File: src/rtl/locked_pipe_adder.sv
// Key-locked adder: (a ^ key) + b + cin, CHUNK bits per stage, valid/ready on both sides.
// Latency STAGES cycles; on output stall every stage holds and in_ready drops.
module locked_pipe_adder #(
    parameter int WIDTH = 16,
    parameter int CHUNK = 4
) (
    input  logic             clk,
    input  logic             rst,
    input  logic             key_bit,
    input  logic             key_shift,
    output logic             key_valid,
    input  logic             in_valid,
    output logic             in_ready,
    input  logic [WIDTH-1:0] a,
    input  logic [WIDTH-1:0] b,
    input  logic             cin,
    output logic             out_valid,
    input  logic             out_ready,
    output logic [WIDTH:0]   sum,
    output logic             cout
);
    localparam int STAGES = WIDTH / CHUNK;
    localparam int CNT_W  = $clog2(WIDTH + 1);

    if ((WIDTH % CHUNK) != 0 || CHUNK > WIDTH) begin : g_bad_cfg
        $error("locked_pipe_adder: WIDTH must be a non-zero multiple of CHUNK");
    end

    logic [WIDTH-1:0] key;
    logic [CNT_W-1:0] key_cnt;
    logic             stall;

    // Count saturates at WIDTH; further shifts only roll the key.
    always_ff @(posedge clk) begin
        if (rst) begin
            key     <= '0;
            key_cnt <= '0;
        end else if (key_shift) begin
            key <= {key[WIDTH-2:0], key_bit};
            if (!key_valid) begin
                key_cnt <= key_cnt + CNT_W'(1);
            end
        end
    end

    assign key_valid = (key_cnt == CNT_W'(WIDTH));
    assign stall     = out_valid & ~out_ready;
    assign in_ready  = key_valid & ~stall;

    for (genvar s = 0; s < STAGES; s++) begin : g_stage
        logic             vld_r;
        logic             carry_r;
        logic [WIDTH-1:0] sum_r;
        logic             v_src;
        logic             c_src;
        logic [WIDTH-1:0] x_src;
        logic [WIDTH-1:0] b_src;
        logic [WIDTH-1:0] s_src;
        logic [WIDTH-1:0] s_nxt;
        logic [CHUNK:0]   chunk_sum;

        // Stage 0 binds the key as registered before any same-cycle shift.
        if (s == 0) begin : g_head
            assign v_src = in_valid & in_ready;
            assign c_src = cin;
            assign x_src = a ^ key;
            assign b_src = b;
            assign s_src = '0;
        end else begin : g_link
            assign v_src = g_stage[s-1].vld_r;
            assign c_src = g_stage[s-1].carry_r;
            assign x_src = g_stage[s-1].g_fwd.x_r;
            assign b_src = g_stage[s-1].g_fwd.b_r;
            assign s_src = g_stage[s-1].sum_r;
        end

        assign chunk_sum = {1'b0, CHUNK'(x_src >> (s * CHUNK))}
                         + {1'b0, CHUNK'(b_src >> (s * CHUNK))}
                         + {{CHUNK{1'b0}}, c_src};

        always_comb begin
            s_nxt = s_src;
            s_nxt[s*CHUNK +: CHUNK] = chunk_sum[CHUNK-1:0];
        end

        // Data only loads with a valid beat so the output holds through bubbles.
        always_ff @(posedge clk) begin
            if (rst) begin
                vld_r   <= 1'b0;
                carry_r <= 1'b0;
                sum_r   <= '0;
            end else if (!stall) begin
                vld_r <= v_src;
                if (v_src) begin
                    carry_r <= chunk_sum[CHUNK];
                    sum_r   <= s_nxt;
                end
            end
        end

        if (s < STAGES - 1) begin : g_fwd
            logic [WIDTH-1:0] x_r;
            logic [WIDTH-1:0] b_r;

            always_ff @(posedge clk) begin
                if (rst) begin
                    x_r <= '0;
                    b_r <= '0;
                end else if (!stall && v_src) begin
                    x_r <= x_src;
                    b_r <= b_src;
                end
            end
        end
    end

    assign out_valid = g_stage[STAGES-1].vld_r;
    assign cout      = g_stage[STAGES-1].carry_r;
    assign sum       = {g_stage[STAGES-1].carry_r, g_stage[STAGES-1].sum_r};

endmodule

File: config.mk
export PLATFORM = sky130hd
export DESIGN_NAME = locked_pipe_adder
export DESIGN_NICKNAME = d
export VERILOG_FILES = /design/src/rtl/locked_pipe_adder.sv
export SDC_FILE = /design/constraint.sdc
export NUM_CORES = 1
export LEC_CHECK = 0
export BUFFER_PORTS_ARGS = -buffer_cell sky130_fd_sc_hd__buf_2
export CAP_MARGIN = 20
export CORE_MARGIN = 8
export CORE_UTILIZATION = 62
export CTS_BUF_LIST = sky130_fd_sc_hd__clkbuf_4 sky130_fd_sc_hd__clkbuf_8 sky130_fd_sc_hd__clkbuf_16
export DETAILED_ROUTE_END_ITERATION = 16
export GPL_TIMING_DRIVEN = 1
export PLACE_DENSITY = 0.84
export RECOVER_POWER = 100
export SLEW_MARGIN = 20
export SYNTH_ARGS = -nofsm -noshare
export SYNTH_HDL_FRONTEND = slang
export SYNTH_SLANG_ARGS = --single-unit
File: constraint.sdc
create_clock -name clk -period 4.1 [get_ports clk]
set_input_delay 0.205 -clock clk [delete_from_list [all_inputs] [get_ports clk]]
set_output_delay 0.205 -clock clk [all_outputs]
set_load 0.005 [all_outputs]
Yosys cells after proc, flatten, opt, wreduce, memory -nomap -nowiden
Index checks and enable logic that the tools add are counted.

word-level totals
  register bits = 165

cells by class
  $add $sub $neg = 9
  eq/ne operators = 1
  bitwise gates (word level) = 7
  reduce and logical (&&, ||, !) cells = 9

operator list
  cell                                                            count
  4-bit by 4-bit adder with 5-bit output                          4
  5-bit by 1-bit adder with 5-bit output                          4
  16-bit XOR                                                      1
  2-bit AND reduction                                             5
  5-bit by 1-bit adder with 5-bit output (second input constant)  1
  5-bit equality test (second input constant)                     1
  1-bit AND                                                       3
  1-bit logical AND                                               3
  1-bit inverter                                                  3
  1-bit logical NOT                                               1

Logic depth before layout (Yosys ltp)
  depth in word-level cells = 6
  mapped depth = 9
  depth with buffers taken out = 7

Worst setup path before layout
No wires, ideal clock.

  kind = register -> register
  start = reg key[0]
  end = reg g_stage[0].carry_r
  library setup time = 0.122 ns
  arrival time = 1.718 ns
  path slack = 2.260 ns
  cell stages (with the launch flop) = 7
  path buffers = 0
  path through = dfxtp_1 -> xor2_1 -> fa_1 -> fa_1 -> a21o_1 -> a211oi_1 -> nor3_1

on the way
  cells in the longest elaborated chain, start to end = 3

RTL lines
  what                                    RTL line  source
  from (decl)                             29        logic [WIDTH-1:0] key;
  from (signal assigned)                  39        key <= {key[WIDTH-2:0], key_bit};
  16-bit XOR                              66        assign x_src = a ^ key;
  4-bit by 4-bit adder with 5-bit output  78        + {1'b0, CHUNK'(b_src >> (s * CHUNK))}
  5-bit by 1-bit adder with 5-bit output  79        + {{CHUNK{1'b0}}, c_src};
  to (signal assigned)                    95        carry_r <= chunk_sum[CHUNK];
  to (decl)                               52        logic carry_r;

Every way passes these cells.
A chain may end at the register's enable or synchronous reset.

Worst setup path after layout
  start = reg key_cnt[0]
  end = reg g_stage[0].g_fwd.b_r[15]

on the way
  cells in the longest elaborated chain, start to end = 4

RTL lines
  what                    RTL line  source
  from (decl)             30        logic [CNT_W-1:0] key_cnt;
  from (signal assigned)  41        key_cnt <= key_cnt + CNT_W'(1);
  5-bit equality test     46        assign key_valid = (key_cnt == CNT_W'(WIDTH));
  1-bit AND               48        assign in_ready = key_valid & ~stall;
  1-bit AND               64        assign v_src = in_valid & in_ready;
  1-bit logical AND       109       end else if (!stall && v_src) begin
  to (signal assigned)    111       b_r <= b_src;
  to (decl)               103       logic [WIDTH-1:0] b_r;

Every way passes these cells.

==> reports/results.tsv <==
stage	metric	value	unit
logic_synthesis	synth_flop_cell	dfxtp_1	
logic_synthesis	synth_edf_count	0	
worst_setup_path	worstSetupEndpoint	g_stage[0].g_fwd.b_r[15]$_SDFFE_PP0P_	
worst_setup_path	crit_chain	inv_1 -> ha_1 -> nand4bb_1 -> inv_1 -> and3_1 -> clkbuf_1 -> nand2_1 -> a21oi_1	
sta	hold_viol_final	0	
detailed_routing	vias	3937	
clock_tree	clk_pin_slew	0.05	ns
detailed_routing	drt-pass1-iter-count	5	
layout	nNetsFinal	669	
detailed_routing	drtIter0Drc	339	
worst_setup_path	crit_required	4.51	ns
global_routing	grt_pass1_wl	18500	um
worst_setup_path	max_stage_delay	0.99	ns
logic_synthesis	yosysWarnings	0	
global_routing	gr-total-overflow	0	
logic_synthesis	yosys-top-cells-count	145 x nand2_1, 117 x dfxtp_1, 76 x a21oi_1, 47 x nor2_1	
detailed_routing	drc	0	
power_and_ir_drop	leakagePower	2.19	nW
job	maxCapViolCount	1	
sta	slew_headroom	-0.0531	
clock_tree	cts_tree	yes	
sta	final_max_slew_viol_count	78	
worst_setup_path	critPathLaunch	key_cnt[0]$_SDFFE_PP0P_	
layout	fin_cells	723	
status	status	finished, violations left	
logic_synthesis	async_flop_share	0	
power_and_ir_drop	fin_total_pwr	2.80	mW
global_routing	grt_pass1_vias	4025	
logic_synthesis	avgSynthCellArea	8.84	sq um
place	place_hpwl	6610	um
clock_tree	cts_num_sinks	117	
sta	worst_pin_slew	1.58	ns
sta	final-setup-viol-count	0	
clock_tree	numCtsBuffers	17	
place	io_buffers	59	
logic_synthesis	syn_area	4870	sq um
worst_setup_path	cpMostUsedCell	inv_1	
detailed_routing	wl_per_cell	15.0	um
sta	fin_setup_tns	0	ns
worst_setup_path	rr_startpoint	key_cnt[0]$_SDFFE_PP0P_	
floorplan	initial_utilization	0.633	
worst_setup_path	cp-start-kind	register	
place	placed_cells	679	
detailed_routing	wl	10800	um
status	violations	max-capacitance violations, max-slew violations	
layout	syn2layout_area_growth	18.9	%
worst_setup_path	crit_fanout	34	
worst_setup_path	worstSetupPathType	register to register	
global_routing	track_usage	0.202	
logic_synthesis	seq_area_frac_synth	0.481	
logic_synthesis	synth.largest_area_cell	dfxtp_1	
logic_synthesis	ys_seq_elements	117	
floorplan	core	7690	sq um
layout	nFillCells	533	
worst_setup_path	crit_arrival	3.13	ns
worst_setup_path	timing.rr.end	g_stage[0].g_fwd.b_r[15]$_SDFFE_PP0P_	
floorplan	row_count	32	
layout	post_route_cells_drive_above_1_share	0.127	
floorplan	chipWidth	105	um
sta	fin_skew	0.00872	ns
worst_setup_path	cpMaxStageDelayCell	and3_1	
detailed_routing	viasPerCell	5.45	
logic_synthesis	syn_nets	612	
clock_tree	insertion_delay	0.51	ns
logic_synthesis	netlist_top_cells_area	dfxtp_1 48%, nand2_1 11%, a21oi_1 7.8%	
worst_setup_path	cp-end-kind	register	
worst_setup_path	r2r_slack	1.38	ns
place	gp_congestion	0.760	
clock_tree	cts-htree-levels	4	
global_routing	grt_antenna_before_repair	1	
logic_synthesis	ys_types	34	
clock_tree	clk_path_buf_depth	2	
global_routing	grt_max_degree	78	
layout	multi_input_comb_area	2230	sq um
sta	finalCriticalPeriod	2.72	ns
sta	rsz0062_at_grt	false	
floorplan	pin_count	60	
worst_setup_path	r2r_cells	8	
logic_synthesis	synthMostInstantiatedCell	nand2_1	
worst_hold_path	hp-class	input pin to register	
layout	seqCellArea	2340	sq um
clock_tree	root_buffer	clkbuf_8	
power_and_ir_drop	powerDensity	484	nW/um^2
power_and_ir_drop	max-vdd-ir-drop	0.000390	V
floorplan	fp.dieH	105	um
sta	max_freq	0.367	GHz
floorplan	die_area	10900	sq um
sta	period_share	0.664	
logic_synthesis	synth_top_cell_area_share	0.481	
logic_synthesis	synthCells	551	
detailed_routing	drtAntennaViolNets	0	
[cell usage in the layout (no fill, tap or decap), types with 5 or more instances in the layout]
| cell type | netlist | final |
|---|---|---|
| nand2_1 | 145 | 145 |
| dfxtp_1 | 117 | 117 |
| a21oi_1 | 76 | 76 |
| nor2_1 | 47 | 47 |
| buf_2 | 13 | 40 |
| clkbuf_1 | 12 | 18 |
| mux2i_1 | 16 | 16 |
| xnor2_1 | 16 | 16 |
| a211oi_1 | 9 | 16 |
| clkbuf_16 | 0 | 16 |
| ha_1 | 14 | 14 |
| inv_1 | 12 | 13 |
| dlygate4sd3_1 | 0 | 12 |
| xor2_1 | 8 | 8 |
| fa_1 | 8 | 8 |
| clkbuf_8 | 0 | 6 |
| a211oi_2 | 12 | 5 |
[worst max-delay path: cells and delay by family (launching register included)]
kind / cells / cell delay, ns
AO/OA/AOI/OAI: 1 / 0.16
buffers and inverters: 3 / 0.64
flip-flops: 1 / 0.34
adder cells (fa/ha/maj): 1 / 0.16
AND/OR/NAND/NOR: 3 / 1.32
[per-stage QoR]
step / instance area [sq um] / util / hold slack, ns / setup WS (ns)
global route: 5790 / 0.753 / 0.00285 / 1.20
floorplan: 4870 / - / 0.341 / 2.26
global placement: 5120 / 0.666 / 0.438 / 1.78
detailed placement: 5120 / 0.666 / 0.444 / 2.03
CTS: 5870 / 0.764 / 0.00194 / 1.99
finish: 5790 / 0.753 / 0.00385 / 1.38
[cell families (layout without fill, tap and decap cells)]
logic type,after synthesis,count (layout),share of synthesized area
and+or+nand+nor,214,214,0.182
muxes,16,16,0.0329
DFF,117,117,0.481
AOI/OAI and AO/OA,110,110,0.142
buffers and inverters,48,117,0.0496
adders and majority gates,22,22,0.0689
other,0,1,0
xor gates and xnor gates,24,24,0.0432
[sequential cells by signal, summed over array words and instances (netlist names)]
| register | cells |
|---|---|
| g_stage.sum_r | 40 |
| g_stage.g_fwd.b_r | 24 |
| g_stage.g_fwd.x_r | 24 |
| key | 16 |
| key_cnt | 5 |
| g_stage.carry_r | 3 |
| g_stage.vld_r | 3 |
| cout | 1 |
| out_valid | 1 |
[layer usage]
layer	share of wire	global-route usage
met4	0.024	0.103
met2	0.48	0.333
met5	0	0
met3	0.052	0.0596
met1	0.44	0.234
[power breakdown]
part / leakage (nW) / total, mW / internal, mW / switching (mW)
combinational: 0.936 / 0.0969 / 0.0436 / 0.0533
sequential: 0.943 / 1.14 / 1.14 / 0.00330
clock: 0.310 / 1.56 / 1.07 / 0.493
[worst min-delay path by stage]
stage,from,endpoint,slack (ns),cells after the start
after floorplan,b[10],g_stage[0].g_fwd.b_r[10]$_SDFFE_PP0P_,0.34,2
after CTS,a[4],g_stage[0].g_fwd.x_r[4]$_SDFFE_PP0P_,0.002,3
after global placement,g_stage[3].sum_r[14]$_SDFFE_PP0P_,g_stage[3].sum_r[14]$_SDFFE_PP0P_,0.44,2
final,a[9],g_stage[0].g_fwd.x_r[9]$_SDFFE_PP0P_,0.004,3
after detailed placement,g_stage[3].sum_r[14]$_SDFFE_PP0P_,g_stage[3].sum_r[14]$_SDFFE_PP0P_,0.44,2
after global routing,a[12],g_stage[0].g_fwd.x_r[12]$_SDFFE_PP0P_,0.003,3
[what timing repair did]
action | in CTS | in global routing
hold endpoints to repair | 12 | 0
setup endpoints to repair | 0 | 0
setup buffers | 0 | 0
hold buffers | 12 | 0
resized for setup | 0 | 0
[layout make-up]
cell class | count | share of cell area
Antenna cell | 1 | 0.000432
Clock buffer | 23 | 0.0847
Clock inverter | 8 | 0.0251
Inverter | 13 | 0.00843
Multi-Input combinational cell | 386 | 0.385
Sequential cell | 117 | 0.404
Tap cell | 102 | 0.0220
Timing Repair Buffer | 73 | 0.0700
Note: power is estimated with default switching activity, not from simulation.
